$ cat config.mk
export PLATFORM = sky130hd
export DESIGN_NAME = wheel_resistance_controller
export DESIGN_NICKNAME = d
export VERILOG_FILES = /design/src/rtl/wheel_res_pkg.sv /design/src/rtl/ramp_tick_gen.sv /design/src/rtl/wheel_resistance_controller.sv
export SDC_FILE = /design/constraint.sdc
export NUM_CORES = 1
export LEC_CHECK = 0
export CAP_MARGIN = 20
export CORE_MARGIN = 3
export CORE_UTILIZATION = 49
export DETAILED_ROUTE_END_ITERATION = 7
export DONT_BUFFER_PORTS = 1
export PLACE_DENSITY_LB_ADDON = 0.25
export SYNTH_ARGS = -nofsm -noshare
export SYNTH_HDL_FRONTEND = slang
export SYNTH_SLANG_ARGS = --single-unit
export TNS_END_PERCENT = 100
$ cat constraint.sdc
create_clock -name clk -period 7.85 [get_ports clk]
set_input_delay 1.57 -clock clk [delete_from_list [all_inputs] [get_ports clk]]
set_output_delay 1.57 -clock clk [all_outputs]
set_load 0.02 [all_outputs]
$ cat src/rtl/wheel_res_pkg.sv
// Shared constants and state encoding for the wheel resistance path
// (controller, driver and fan blocks agree on these defaults).
package wheel_res_pkg;

  localparam int W            = 8;
  localparam int RAMP_DIV_DEF = 256;
  localparam int STEP_DEF     = 4;
  localparam int DUTY_MIN_DEF = 0;
  localparam int DUTY_MAX_DEF = 230;

  typedef enum logic [1:0] {
    IDLE = 2'd0,
    RAMP = 2'd1,
    STOP = 2'd2
  } state_e;

endpackage

$ cat src/rtl/ramp_tick_gen.sv
// Free-running divider that flags the last clock of every ramp period.
module ramp_tick_gen #(
  parameter int RAMP_DIV = 256
) (
  input  logic clk,
  input  logic rst,
  output logic step_en
);

  localparam int CW = (RAMP_DIV > 1) ? $clog2(RAMP_DIV) : 1;
  localparam logic [CW-1:0] LAST = CW'(RAMP_DIV - 1);

  logic [CW-1:0] tick_q;
  logic [CW-1:0] tick_d;

  always_comb begin
    tick_d = (tick_q == LAST) ? '0 : tick_q + 1'b1;
  end

  always_ff @(posedge clk) begin
    if (rst) tick_q <= '0;
    else     tick_q <= tick_d;
  end

  assign step_en = (tick_q == LAST);

endmodule

$ cat src/rtl/wheel_resistance_controller.sv
// Turns resistance commands into a clamped, slew-limited PWM duty word for the
// wheel resistance driver, with an emergency stop that zeroes it at once.
module wheel_resistance_controller #(
  parameter int W        = wheel_res_pkg::W,
  parameter int RAMP_DIV = wheel_res_pkg::RAMP_DIV_DEF,
  parameter int STEP     = wheel_res_pkg::STEP_DEF,
  parameter int DUTY_MIN = wheel_res_pkg::DUTY_MIN_DEF,
  parameter int DUTY_MAX = wheel_res_pkg::DUTY_MAX_DEF
) (
  input  logic         clk,
  input  logic         rst,
  input  logic         cmd_valid,
  output logic         cmd_ready,
  input  logic [W-1:0] cmd_level,
  input  logic         estop,
  output logic [W-1:0] pwm_duty,
  output logic         busy,
  output logic         at_target
);

  import wheel_res_pkg::*;

  localparam logic [W-1:0] MIN_V  = W'(DUTY_MIN);
  localparam logic [W-1:0] MAX_V  = W'(DUTY_MAX);
  localparam logic [W:0]   STEP_V = (W+1)'(STEP);

  state_e       state_q;
  logic [W-1:0] duty_q;
  logic [W-1:0] target_q;
  logic         at_target_q;
  logic         busy_q;

  logic         step_en;
  logic         transfer;
  logic [W-1:0] clamped;
  logic [W-1:0] stepped;
  logic [W-1:0] duty_d;

  ramp_tick_gen #(
    .RAMP_DIV (RAMP_DIV)
  ) u_tick (
    .clk     (clk),
    .rst     (rst),
    .step_en (step_en)
  );

  assign cmd_ready = !estop && (state_q != STOP);
  assign transfer  = cmd_valid && cmd_ready;

  always_comb begin
    clamped = cmd_level;
    if (cmd_level <= MIN_V) clamped = MIN_V;
    if (cmd_level >= MAX_V) clamped = MAX_V;
  end

  // Widened compares so duty+STEP can never wrap past the top of the range.
  always_comb begin
    stepped = duty_q;
    if (target_q > duty_q) begin
      if (({1'b0, duty_q} + STEP_V) >= {1'b0, target_q}) stepped = target_q;
      else                                                stepped = duty_q + STEP_V[W-1:0];
    end else if (target_q < duty_q) begin
      if ({1'b0, duty_q} <= ({1'b0, target_q} + STEP_V)) stepped = target_q;
      else                                                stepped = duty_q - STEP_V[W-1:0];
    end
  end

  assign duty_d = step_en ? stepped : duty_q;

  always_ff @(posedge clk) begin
    if (rst) begin
      state_q     <= IDLE;
      duty_q      <= '0;
      target_q    <= '0;
      at_target_q <= 1'b0;
      busy_q      <= 1'b0;
    end else if (estop) begin
      state_q     <= STOP;
      duty_q      <= '0;
      target_q    <= '0;
      at_target_q <= 1'b0;
      busy_q      <= 1'b0;
    end else begin
      at_target_q <= 1'b0;
      unique case (state_q)
        IDLE: begin
          if (transfer) begin
            target_q <= clamped;
            if (clamped == duty_q) begin
              at_target_q <= 1'b1;
            end else begin
              state_q <= RAMP;
              busy_q  <= 1'b1;
            end
          end
        end
        RAMP: begin
          // A step coinciding with a retarget still heads for the old target.
          duty_q <= duty_d;
          if (transfer) begin
            target_q <= clamped;
            if (clamped == duty_d) begin
              at_target_q <= 1'b1;
              state_q     <= IDLE;
              busy_q      <= 1'b0;
            end
          end else if (step_en && (duty_d == target_q)) begin
            at_target_q <= 1'b1;
            state_q     <= IDLE;
            busy_q      <= 1'b0;
          end
        end
        STOP: begin
          state_q  <= IDLE;
          duty_q   <= '0;
          target_q <= '0;
          busy_q   <= 1'b0;
        end
        default: begin
          state_q <= IDLE;
          busy_q  <= 1'b0;
        end
      endcase
    end
  end

  assign pwm_duty  = duty_q;
  assign busy      = busy_q;
  assign at_target = at_target_q;

endmodule

==> results.py, run 1 <==
metrics = {
    "run_status": {
        "outcome": "complete, no violations",
    },
    "yosys": {
        "synth_top_family_by_area": "compound AO/OA/AOI/OAI gates",
        "async_reset_ff_share_pct": 0,
        "yosysSeqAreaShare_pct": 18.8,
        "yosys_warnings": 0,
        "netlist_area_mm2": 0.00287,
        "synth_compound_area_share_pct": 27.8,
        "ys_ff_latch": 27,
        "syn_inst": 365,
        "syn-num-nets": 406,
        "yosys.area_share.adder_pct": 12.6,
        "synth_edf_count": 0,
        "synth.avg_cell_area_um2": 7.87,
        "synth_xor_area_share_pct": 8.53,
        "yosys.area_share.simple_pct": 23.2,
        "synthMuxAreaShare_pct": 2.31,
        "synthDistinctLibCells": 73,
        "yosys_most_used_dff": "dfxtp_1",
    },
    "setup_path": {
        "r2r-start": "pwm_duty[2]",
        "reg2reg_slack_ns": 3.39,
        "end_kind": "flop",
        "startpoint_type": "flop",
        "cp.required_ns": 8.07,
        "cp_max_fo": 12,
        "rr_endpoint": "state_q[0]",
        "criticalPathCategory": "flop to flop",
        "arrival_ns": 4.69,
        "reg2reg_depth": 15,
    },
    "clocking": {
        "clockBufferDepth": 2,
        "cts_tree": "yes",
        "cts_hold_buf": 0,
        "postCtsSetupRepairBufs": 0,
        "root_buffer": "clkbuf_8",
        "clk_pin_slew_ns": 0.10,
        "cts.sinks": 27,
        "numCtsBuffers": 3,
        "cts_max_level": 1,
        "clk_latency_ns": 0.29,
        "post_cts_resized": 0,
    },
    "finish": {
        "stdcell_count": 423,
        "mostFrequentLayoutCell": "nor2_1",
        "final_cell_mix": "nor2_1, ha_1, dfxtp_1",
        "fin_area_mm2": 0.00292,
        "diodes": 0,
        "drive_gt1_share_pct": 7.69,
        "fin_util_pct": 52.1,
        "areaGrowthSynthToFinish_pct": 1.57,
        "final_nets": 393,
    },
    "global_routing": {
        "grt-ovfl-total": 0,
        "use_met2_pct": 37.7,
        "grt_max_degree": 19,
        "antenna_found_initial": 0,
        "grt_usage_pct": 24.0,
        "grt_util_met1_pct": 33.1,
        "met3_usage_pct": 3.80,
        "grt_pass1_wl_um": 12600,
        "busiest_layer": "met2",
        "grt_pass1_vias": 2529,
    },
    "power_and_ir_drop": {
        "powerDensity_mw_per_mm2": 102,
        "vdd_drop_max_mv": 0.0943,
        "seq_power_share_pct": 48.1,
        "p_int_uw": 201,
        "p_sw_uw": 97.7,
        "p_sw_share_pct": 32.7,
        "p_leak_nw": 1.04,
        "p_clk_share_pct": 28.4,
        "pwr-share-comb_pct": 23.4,
        "total_power_uw": 299,
    },
    "detailed_routing": {
        "first_pass_iters": 5,
        "antenna_left": 0,
        "drc_errors": 0,
        "wirelength_um": 7750,
        "drt_iter0_markers": 223,
        "vias": 2726,
        "vias_per_cell": 6.44,
        "wl_per_cell_um": 18.3,
    },
    "sta": {
        "fin_setup_tns_ns": 0,
        "fin_worst_skew_ns": 0.00670,
        "timing.final.crit_share_pct": 56.8,
        "rsz0062_at_grt": "no",
        "max_freq_mhz": 224,
        "slew_headroom_pct": 54.6,
        "setup_viol": 0,
        "hold_viol_final": 0,
        "maxSlewViolCount": 0,
        "period_needed_ns": 4.46,
        "worst_slew_pin_slew_ns": 0.680,
    },
    "placed_design": {
        "dp_hpwl_um": 6070,
        "placed_cell_area_mm2": 0.00287,
        "dp.cells": 419,
        "io_buffers": 0,
        "gp_congestion": 0.945,
    },
    "floorplanning": {
        "row_count": 27,
        "start_util_pct": 51.2,
        "fp.dieArea_mm2": 0.00682,
        "chipHeight_um": 82.6,
        "core_mm2": 0.00561,
        "fp.dieW_um": 82.6,
        "ios": 23,
    },
    "run": {
        "maxCapViolCount": 0,
    },
    "hold_path": {
        "holdPathStages": 1,
        "hold_start": "u_tick.tick_q[0]",
        "hp-class": "flop to flop",
        "min_to": "u_tick.tick_q[0]",
    },
}
-- worst max-delay path by stage --
stage | cells after the start | endpoint | startpoint | slack, ns
2_1_floorplan | 15 | state_q[0] | pwm_duty[3] | 3.91
3_3_place_gp | 15 | state_q[0] | pwm_duty[2] | 3.59
3_5_place_dp | 15 | state_q[0] | pwm_duty[2] | 3.47
4_1_cts | 15 | state_q[0] | pwm_duty[2] | 3.44
5_1_grt | 15 | state_q[0] | pwm_duty[2] | 3.13
6_report | 15 | state_q[0] | pwm_duty[2] | 3.39
-- layer usage --
metal / vias up / part of all wire (%)
met3: 15 / 7.2
met4: 0 / 2.3
li1: 1324 / -
met2: 108 / 45
met1: 1279 / 46
met5: - / 0
-- synthesized netlist by cell type, drive strengths merged (4+ instances only) --
cell	instances	area, µm²
nor2	33	124
ha	29	363
a21oi	28	151
dfxtp	27	541
inv	26	97.6
nand2	23	86.3
nand3	22	128
xnor2	20	175
o21ai	17	85.1
nor3	13	70.1
clkbuf	11	41.3
a22oi	10	75.1
xor2	8	70.1
buf	7	52.5
a211oi	6	62.6
a32oi	6	52.6
nand4	6	43.8
and3	5	36.3
o211ai	5	47.5
mux2i	4	40.0
or4	4	30.0
-- logic make-up (layout without fill, tap and decap cells) --
logic type      count (synthesis)  after routing
buf+inv                        44             30
simple gates                  127            127
flops                          27             27
compound gates                104            104
fa+ha+maj                      29             29
xor+xnor                       28             28
mux                             6              6
-- power groups by stage --
stage / Clock, mW / Combinational, mW / Sequential, mW
floorplan: 0 / 0.0570 / 0.145
finish: 0.0850 / 0.0700 / 0.144
global placement: 0 / 0.0683 / 0.147
CTS: 0.0865 / 0.0688 / 0.144
detailed placement: 0 / 0.0683 / 0.147
global route: 0.0899 / 0.0775 / 0.144
-- worst max-delay path: stages, from the launching register on --
cell and delay, ns:
dfxtp_1 0.74, ha_1 0.33, nand3_1 0.11, xnor2_1 0.18, ha_1 0.33, a21oi_1 0.15, o22ai_1 0.14, a211oi_4 0.35
mux2_4 0.34, o221a_4 0.26, a221oi_2 0.23, o211ai_1 0.16, o41a_1 0.44, o31a_1 0.13, or3b_1 0.37, a21oi_1 0.13
-- per-stage QoR --
| stage | hold slack [ns] | setup slack, ns |
|---|---|---|
| 2_1_floorplan | 0.457 | 3.91 |
| 3_3_place_gp | 0.470 | 3.59 |
| 3_5_place_dp | 0.488 | 3.47 |
| 4_1_cts | 0.502 | 3.44 |
| 5_1_grt | 0.522 | 3.13 |
| 6_report | 0.491 | 3.39 |
-- area by class of cell --
class / instances / area [µm²]
fillers: 572 / 2690
multi-input cells: 294 / 2140
flip-flops and latches: 27 / 541
inverters: 26 / 97.6
well taps: 72 / 90.1
clock buffers: 3 / 41.3
clock inverters: 1 / 7.51
-- flip-flops by register name (all words and copies together) (netlist names) --
signal / flops
at_target: 1
pwm_duty: 8
state_q: 2
target_q: 8
u_tick.tick_q: 8
No activity file was read; power rests on OpenSTA's default activity.
==> inputs of run 2 (changes only) <==
==> constraint.sdc (replaced) <==
create_clock -name clk -period 4.1 [get_ports clk]
set_input_delay 0.82 -clock clk [delete_from_list [all_inputs] [get_ports clk]]
set_output_delay 0.82 -clock clk [all_outputs]
set_load 0.02 [all_outputs]
==> run 2 against run 1 <==
Net effect:
- worst setup slack got worse by 3.3 ns
- die area unchanged
- clock power up 88%
- sequential share of layout area is 1.9 points lower
- final cell count rose by 7.1%
- critical path type unchanged
- first-iteration DRC count increased by 28%
- total power increased by 97%
- critical path depth unchanged
- utilization up 6.2 points
- global-route usage rose by 2.4 points
- via count is 9.7% higher
==> results.py, run 2 (synthesis results as in run 1) <==
metrics = {
    "run_status": {
        "outcome": "complete, no violations",
    },
    "sta": {
        "max_freq_mhz": 250,
        "hold_ws_ns": 0.487,
        "timing.final.crit_share_pct": 97.5,
        "fin_worst_skew_ns": 0.00282,
        "fin_ws_ns": 0.101,
        "period_needed_ns": 4.00,
        "setup_viol": 0,
        "hold_viol_final": 0,
        "fin_setup_tns_ns": 0,
        "worst_slew_pin_slew_ns": 0.788,
        "slew_headroom_pct": 47.5,
        "maxSlewViolCount": 0,
    },
    "clocking": {
        "cts_hold_buf": 0,
        "cts.sinks": 27,
        "root_buffer": "clkbuf_8",
        "cts_max_level": 1,
        "cts_tree": "yes",
        "clockBufferDepth": 2,
        "clk_latency_ns": 0.28,
        "clk_pin_slew_ns": 0.10,
        "numCtsBuffers": 3,
    },
    "placed_design": {
        "gp_congestion": 1.03,
        "dp_hpwl_um": 6640,
        "dpl_worst_slack_ns": 0.131,
        "io_buffers": 0,
        "dp.cells": 445,
    },
    "detailed_routing": {
        "drt_iter0_markers": 285,
        "vias": 2991,
        "vias_per_cell": 6.60,
        "wl_per_cell_um": 20.3,
        "first_pass_iters": 6,
        "drc_errors": 0,
        "wirelength_um": 9200,
        "antenna_left": 0,
    },
    "floorplanning": {
        "fp.dieArea_mm2": 0.00682,
        "core_mm2": 0.00561,
        "ios": 23,
        "start_util_pct": 51.2,
        "fp.dieW_um": 82.6,
        "chipHeight_um": 82.6,
        "row_count": 27,
    },
    "global_routing": {
        "grt-ovfl-total": 0,
        "antenna_found_initial": 0,
        "grt_pass1_wl_um": 13800,
        "grt_max_degree": 19,
        "grt_usage_pct": 26.4,
        "grt_pass1_vias": 2748,
    },
    "setup_path": {
        "end_kind": "flop",
        "criticalPathCategory": "flop to flop",
        "cp.required_ns": 4.31,
        "arrival_ns": 4.21,
        "startpoint_type": "flop",
        "cp_max_fo": 5,
    },
    "power_and_ir_drop": {
        "p_sw_uw": 195,
        "p_leak_nw": 1.22,
        "vdd_drop_max_mv": 0.212,
        "powerDensity_mw_per_mm2": 180,
        "p_sw_share_pct": 33.2,
        "p_clk_share_pct": 27.2,
        "seq_power_share_pct": 46.6,
        "p_int_uw": 393,
        "pwr-share-comb_pct": 26.2,
    },
    "finish": {
        "diodes": 0,
        "mostFrequentLayoutCell": "nor2_1",
        "fin_util_pct": 58.3,
        "drive_gt1_share_pct": 19.4,
        "areaGrowthSynthToFinish_pct": 13.7,
        "final_nets": 423,
        "stdcell_count": 453,
        "final_cell_mix": "nor2_1, buf_4, ha_1",
    },
    "hold_path": {
        "hp-class": "flop to flop",
    },
    "run": {
        "maxCapViolCount": 0,
    },
}
## run 2: cell type report
class	count	area [µm²]
Clock inverter	1	7.51
Timing Repair Buffer	29	218
Sequential cell	27	544
Clock buffer	3	41.3
Inverter	26	97.6
Multi-Input combinational cell	295	2270
Tap cell	72	90.1
Fill cell	544	2340
## run 2: worst paths after layout
path,start,to,slack (ns),cells past startpoint
hold reg to reg,u_tick.tick_q[0],u_tick.tick_q[0],0.49,1
setup / recovery,target_q[2],state_q[0],0.10,15
setup reg to reg,target_q[2],state_q[0],0.10,15
hold / removal,u_tick.tick_q[0],u_tick.tick_q[0],0.49,1
## run 2: per-layer routing
layer | global-route usage (%) | vias to the layer above | wire [µm]
met5 | 0 | - | 0
met2 | 43.1 | 179 | 4180
li1 | - | 1380 | -
met4 | 8.66 | 0 | 255
met1 | 35.3 | 1402 | 3900
met3 | 4.23 | 30 | 867
## run 2: what timing repair did
action	4_1_cts	5_1_grt
resized for setup	0	22
setup endpoints to repair	0	2
hold endpoints to repair	0	0
buffers inserted	0	3
## run 2: power groups by stage
stage | Sequential (mW) | Clock, mW | Combinational, mW
floorplan | 0.278 | 0 | 0.109
global route | 0.274 | 0.171 | 0.164
global placement | 0.280 | 0 | 0.136
finish | 0.274 | 0.160 | 0.154
CTS | 0.274 | 0.162 | 0.138
detailed placement | 0.280 | 0 | 0.137
## run 2: critical path: stages, from the launching register on
cell	delay (ns)
dfxtp_1	0.33
ha_1	0.22
and3_1	0.21
xnor2_1	0.14
ha_1	0.36
nand3_4	0.13
a211oi_4	0.30
o211ai_2	0.20
nor4_1	0.47
a21oi_2	0.13
a221oi_2	0.24
o211ai_1	0.14
o41a_1	0.44
o31a_1	0.13
or3b_1	0.37
a21oi_1	0.12
## run 2: metrics by stage
step	power [mW]	area, µm²
3_5_place_dp	0.417	3070
5_1_grt	0.609	3270
2_1_floorplan	0.387	2870
3_3_place_gp	0.415	3070
6_report	0.588	3270
4_1_cts	0.574	3110
